### src/rtl/npn_pkg.sv
// Shared types and helpers for the NPN truth-table sweeper.
package npn_pkg;

  localparam int NVARS = 4;
  localparam int TT_W  = 16;
  localparam logic [7:0] PERM_ID = 8'hE4;

  typedef enum logic [1:0] {IDLE, SWEEP, DRAIN, DONE} state_t;

  // A perm is valid only when the four selectors hit every input exactly once.
  function automatic logic perm_is_valid(input logic [7:0] perm);
    logic [NVARS-1:0] seen;
    seen = '0;
    for (int i = 0; i < NVARS; i++) seen[perm[2*i +: 2]] = 1'b1;
    return &seen;
  endfunction

endpackage

### src/rtl/npn_xform.sv
// Combinational NPN input transform: minterm -> evaluator x drive.
module npn_xform
  import npn_pkg::*;
(
  input  logic [3:0] minterm,
  input  logic [3:0] neg,
  input  logic [7:0] perm,
  output logic [3:0] x
);

  always_comb begin
    x = '0;
    for (int i = 0; i < NVARS; i++) x[i] = minterm[perm[2*i +: 2]] ^ neg[i];
  end

endmodule

### src/rtl/npn_tt_sweeper.sv
// Sweeps a shared 4-input evaluator through all minterms under an NPN transform
// and returns the collected 16-bit truth table.
module npn_tt_sweeper
  import npn_pkg::*;
#(
  parameter int EVAL_LAT = 0
) (
  input  logic        clk,
  input  logic        rst,
  input  logic        req_valid,
  output logic        req_ready,
  input  logic [3:0]  req_neg,
  input  logic [7:0]  req_perm,
  input  logic        req_oneg,
  output logic [3:0]  eval_x,
  input  logic        eval_y,
  output logic        tt_valid,
  input  logic        tt_ready,
  output logic [15:0] tt,
  output logic        perm_err,
  output logic        busy
);

  state_t     state, state_nxt;
  logic [3:0] neg_q;
  logic [7:0] perm_q;
  logic       oneg_q;
  logic [3:0] issue_cnt, smp_cnt;
  logic       acc, is_sweep, cap;
  logic [3:0] xf_m, xf_neg, xf_x;
  logic [7:0] xf_perm;

  assign acc       = req_valid & req_ready;
  assign is_sweep  = (state == SWEEP);
  assign req_ready = (state == IDLE);
  assign tt_valid  = (state == DONE);
  assign busy      = (state != IDLE);

  // In IDLE the transform sees the live request so T(0) is on eval_x for SWEEP cycle 0.
  always_comb begin
    xf_m    = issue_cnt + 4'd1;
    xf_neg  = neg_q;
    xf_perm = perm_q;
    if (state == IDLE) begin
      xf_m    = 4'd0;
      xf_neg  = req_neg;
      xf_perm = req_perm;
    end
  end

  npn_xform u_xform (
    .minterm (xf_m),
    .neg     (xf_neg),
    .perm    (xf_perm),
    .x       (xf_x)
  );

  // cap marks the cycle in which eval_y belongs to an issued minterm.
  if (EVAL_LAT == 0) begin : g_lat0
    assign cap = is_sweep;
  end else begin : g_pipe
    logic [EVAL_LAT-1:0] vld_pipe;
    always_ff @(posedge clk or posedge rst) begin
      if (rst) vld_pipe <= '0;
      else begin
        vld_pipe[0] <= is_sweep;
        for (int j = 1; j < EVAL_LAT; j++) vld_pipe[j] <= vld_pipe[j-1];
      end
    end
    assign cap = vld_pipe[EVAL_LAT-1];
  end

  always_ff @(posedge clk or posedge rst) begin
    if (rst) state <= IDLE;
    else     state <= state_nxt;
  end

  always_comb begin
    state_nxt = state;
    case (state)
      IDLE:    if (acc) state_nxt = SWEEP;
      SWEEP:   if (issue_cnt == 4'd15) state_nxt = (EVAL_LAT == 0) ? DONE : DRAIN;
      DRAIN:   if (cap && smp_cnt == 4'd15) state_nxt = DONE;
      DONE:    if (tt_ready) state_nxt = IDLE;
      default: state_nxt = IDLE;
    endcase
  end

  always_ff @(posedge clk or posedge rst) begin
    if (rst) begin
      neg_q     <= '0;
      perm_q    <= PERM_ID;
      oneg_q    <= 1'b0;
      issue_cnt <= '0;
      smp_cnt   <= '0;
      eval_x    <= '0;
      tt        <= '0;
      perm_err  <= 1'b0;
    end else begin
      if (acc) begin
        neg_q     <= req_neg;
        perm_q    <= req_perm;
        oneg_q    <= req_oneg;
        perm_err  <= ~perm_is_valid(req_perm);
        issue_cnt <= '0;
        smp_cnt   <= '0;
        eval_x    <= xf_x;
      end
      if (is_sweep) begin
        issue_cnt <= issue_cnt + 4'd1;
        if (issue_cnt != 4'd15) eval_x <= xf_x;
      end
      // LSB-first shift: after 16 captures minterm m sits at tt[m].
      if (cap) begin
        tt      <= {eval_y ^ oneg_q, tt[15:1]};
        smp_cnt <= smp_cnt + 4'd1;
      end
    end
  end

endmodule

### config.mk
export PLATFORM = sky130hd
export DESIGN_NAME = npn_tt_sweeper
export DESIGN_NICKNAME = d
export VERILOG_FILES = /design/src/rtl/npn_pkg.sv /design/src/rtl/npn_xform.sv /design/src/rtl/npn_tt_sweeper.sv
export SDC_FILE = /design/constraint.sdc
export NUM_CORES = 1
export LEC_CHECK = 0
export CELL_PAD_IN_SITES_DETAIL_PLACEMENT = 0
export CELL_PAD_IN_SITES_GLOBAL_PLACEMENT = 1
export CORE_ASPECT_RATIO = 1.1
export CORE_MARGIN = 2
export CORE_UTILIZATION = 46
export CTS_BUF_LIST = sky130_fd_sc_hd__clkbuf_4 sky130_fd_sc_hd__clkbuf_8
export CTS_CLUSTER_SIZE = 28
export DETAILED_ROUTE_END_ITERATION = 8
export GPL_TIMING_DRIVEN = 0
export HOLD_SLACK_MARGIN = 0.12
export PLACE_DENSITY = 0.95
export SLEW_MARGIN = 30
export SYNTH_ARGS = -nofsm -noshare
export SYNTH_HDL_FRONTEND = slang
export SYNTH_SLANG_ARGS = --single-unit
### constraint.sdc
create_clock -name clk -period 4.1 [get_ports clk]
set_input_delay 0.82 -clock clk [delete_from_list [all_inputs] [get_ports clk]]
set_output_delay 0.82 -clock clk [all_outputs]
set_load 0.05 [all_outputs]
==> metrics.txt <==
top_reg_cell synth=dfrtp_1; Filler Cell Count=376; Final Routed Wirelength=4.816 mm; first-pass GRT wire length=8.204 mm; largest cells by area after synthesis=dfrtp_1, mux2_2, mux2i_1, dfstp_2, ha_1; count of cell types in the netlist=41; TritonCTS buffer count=5; ANT cells=0; CTS root buf=clkbuf_8; Core ar.=4717 sq um; worst reg2reg path depth=7; crit-path max FO=10; Post-synth EDFFs=0; WL met3=163 um; Die Ht=78.16 um; Final Wtd Congestion=0.8021; crit path kind=reg2out; DRC errors left=0; gr usage total=18.53%; reg2reg end=neg_q[3]; Adder-Cell Fraction of Synth Area=3.264%; drt via density=5.549; period utilization=75.40%; Hold Buf Count CTS=0; cell taking the most area after synthesis=dfrtp_1; compound-cell area share of the yosys netlist=16.38%; Max Root-Sink Buffers=2; vias=1,748; Final min period=3.092 ns; flops & latches, synth=40; dpl ws=1.340 ns; placed cell areas=2800 sq um; drt first-iter violations=94; # rows=26; CP startpoint kind=flip-flop; met2 WL=2.348 mm; Nets=282; Ys Warns=0; reg2reg start=state[0]; Tightest Pin Transition=0.5211 ns; clk sinks=40; Syn Area/Cell=11.00 sq um; register area=1006 sq um; Final WS setup=1.008 ns; worst hold path type=reg2reg; Slew Limit Fails=0; Mapped Area=2300 sq um; syn nets=233; die footprint=5581 sq um; Power Dens Cells=938.5 nW/um^2; RSZ-0062 raised after global routing=no; CTS tree=done; Async SR Flop Fraction=100.0%; proportion of synthesized area in mux cells=17.36%; largest net degree at the start of global routing=27; wire length on met1=2.259 mm; Boundary Pins=42; Sum Neg Setup Slack=0 ns; Setup-failing EPs final=0; Slew headroom=65.15%; P_leak=1.201 nW; DR pass1 iterations=4; die width=71.42 um; Initial Util=48.75%; Yosys top cell area share=39.17%; area of the multi-input gates=1174 sq um; Max-cap violations=0; count leader, synth=dfrtp_1; H-tree lvl count=2; Post-CTS Setup Inserts=0; clock insertion delay at the later pin of the skew report=0.30 ns; Hold Vio Cnt, Final=0; status=finished, final reports clean; hold_sp=neg_q[1]; Post-Synth Simple-Gate Area=12.89%; Max VDD drop=641.0 uV; Post-CTS Resized=0; flop2flop setup slack=2.04 ns; post-synthesis sequential area ratio=43.74%; non-filler cells, final=315; CP required=3.28 ns; antenna-violating nets left=0; Placed Instances=307; CP Capture Type=output port; Area Overhead vs Synth=26.82%; largest family of logic cells by synthesized area=multiplexers; fraction of layout cells with a size suffix above 1=16.22%; fmax=0.3235 GHz; vias in the first global route=1,740; input/output buffers=41; Detailed Place HPWL=3.648 mm; synthesized instance count=209; xor/xnor share of the synthesized area=1.143%; Worst EP arrival=2.27 ns; clock transition at the registers of the reported paths=0.08 ns; Wirelength per Cell=15.29 um; hold path depth=1; clock skew=0.006511 ns; final instance area=2917 sq um; initial antenna violation count=0; list of most frequent post-synthesis cells=dfrtp_1, mux2_2, mux2i_1; Highest Signal Layer=met4; GRT overflow=0; Hold Path End=neg_q[1]
[routing by layer]
metal	GRT usage [%]	up-vias
met5	0	-
met4	3.962	0
met2	30.65	32
met1	25.04	848
met3	3.851	5
li1	-	863
[logic make-up (layout without fill, tap and decap cells)]
kind of cell | count (synthesis) | in the layout
simple gates | 53 | 53
flops | 40 | 40
mux | 37 | 37
buf+inv | 22 | 72
xor+xnor | 3 | 3
fa+ha+maj | 6 | 6
compound gates | 48 | 48
[worst max-delay path by stage]
| stage | from | end | slack [ns] |
|---|---|---|---|
| after floorplan | state[0] | busy | 1.73 |
| after global placement | state[0] | busy | 1.33 |
| after detailed placement | state[0] | busy | 1.34 |
| after CTS | state[0] | busy | 1.00 |
| after global routing | state[0] | busy | 0.92 |
| final | state[0] | busy | 1.01 |
[per-stage QoR]
step           total power, mW  hold slack (ns)  util (%)
4_1_cts                  2.755           0.4929     61.83
3_3_place_gp             2.374           0.4669     58.94
5_1_grt                  2.912           0.5093     61.83
3_5_place_dp             2.413           0.4740     59.36
2_1_floorplan            1.956           0.4549         -
6_report                 2.737           0.4865     61.83
[report_power, final]
| group | internal, mW | leakage, nW | switching (mW) | total (mW) |
|---|---|---|---|---|
| registers | 0.614 | 0.466 | 0.149 | 0.763 |
| logic | 0.694 | 0.677 | 0.945 | 1.64 |
| clock network | 0.183 | 0.0583 | 0.152 | 0.335 |
| total | 1.49 | 1.20 | 1.25 | 2.74 |
[cells in the final DEF (no fill, tap or decap), types with 5 or more instances in the layout]
master,count
clkbuf_8,5
dfrtp_1,36
o31ai_1,5
o21ai_1,8
a31o_1,7
buf_2,5
inv_1,10
ha_1,6
nand3_1,6
mux2_1,6
a21oi_1,6
clkdlybuf4s50_1,41
nor2b_1,12
mux2i_1,14
nand2_1,13
mux2_2,17
[critical path, cell delays in order (launching register included)]
cell             delay [ns]
dfrtp_1                0.42
inv_1                  0.09
ha_1                   0.23
buf_6                  0.14
buf_12                 0.14
inv_1                  0.12
clkdlybuf4s50_1        0.82
[flip-flops by register name (all words and copies together), names as in the netlist]
signal and flops:
eval_x 4, issue_cnt 4, neg_q 4, oneg_q 1, perm_err 1, perm_q 8, state 2, tt 16
[cell type report]
| type | count | area share (%) |
|---|---|---|
| Sequential cell | 40 | 34.49 |
| Timing Repair Buffer | 42 | 14.76 |
| Tap cell | 56 | 2.402 |
| Clock inverter | 3 | 1.630 |
| Inverter | 11 | 1.416 |
| Multi-Input combinational cell | 147 | 40.24 |
| Buffer | 11 | 2.703 |
| Clock buffer | 5 | 2.360 |
(Power assumes the default switching activity.)
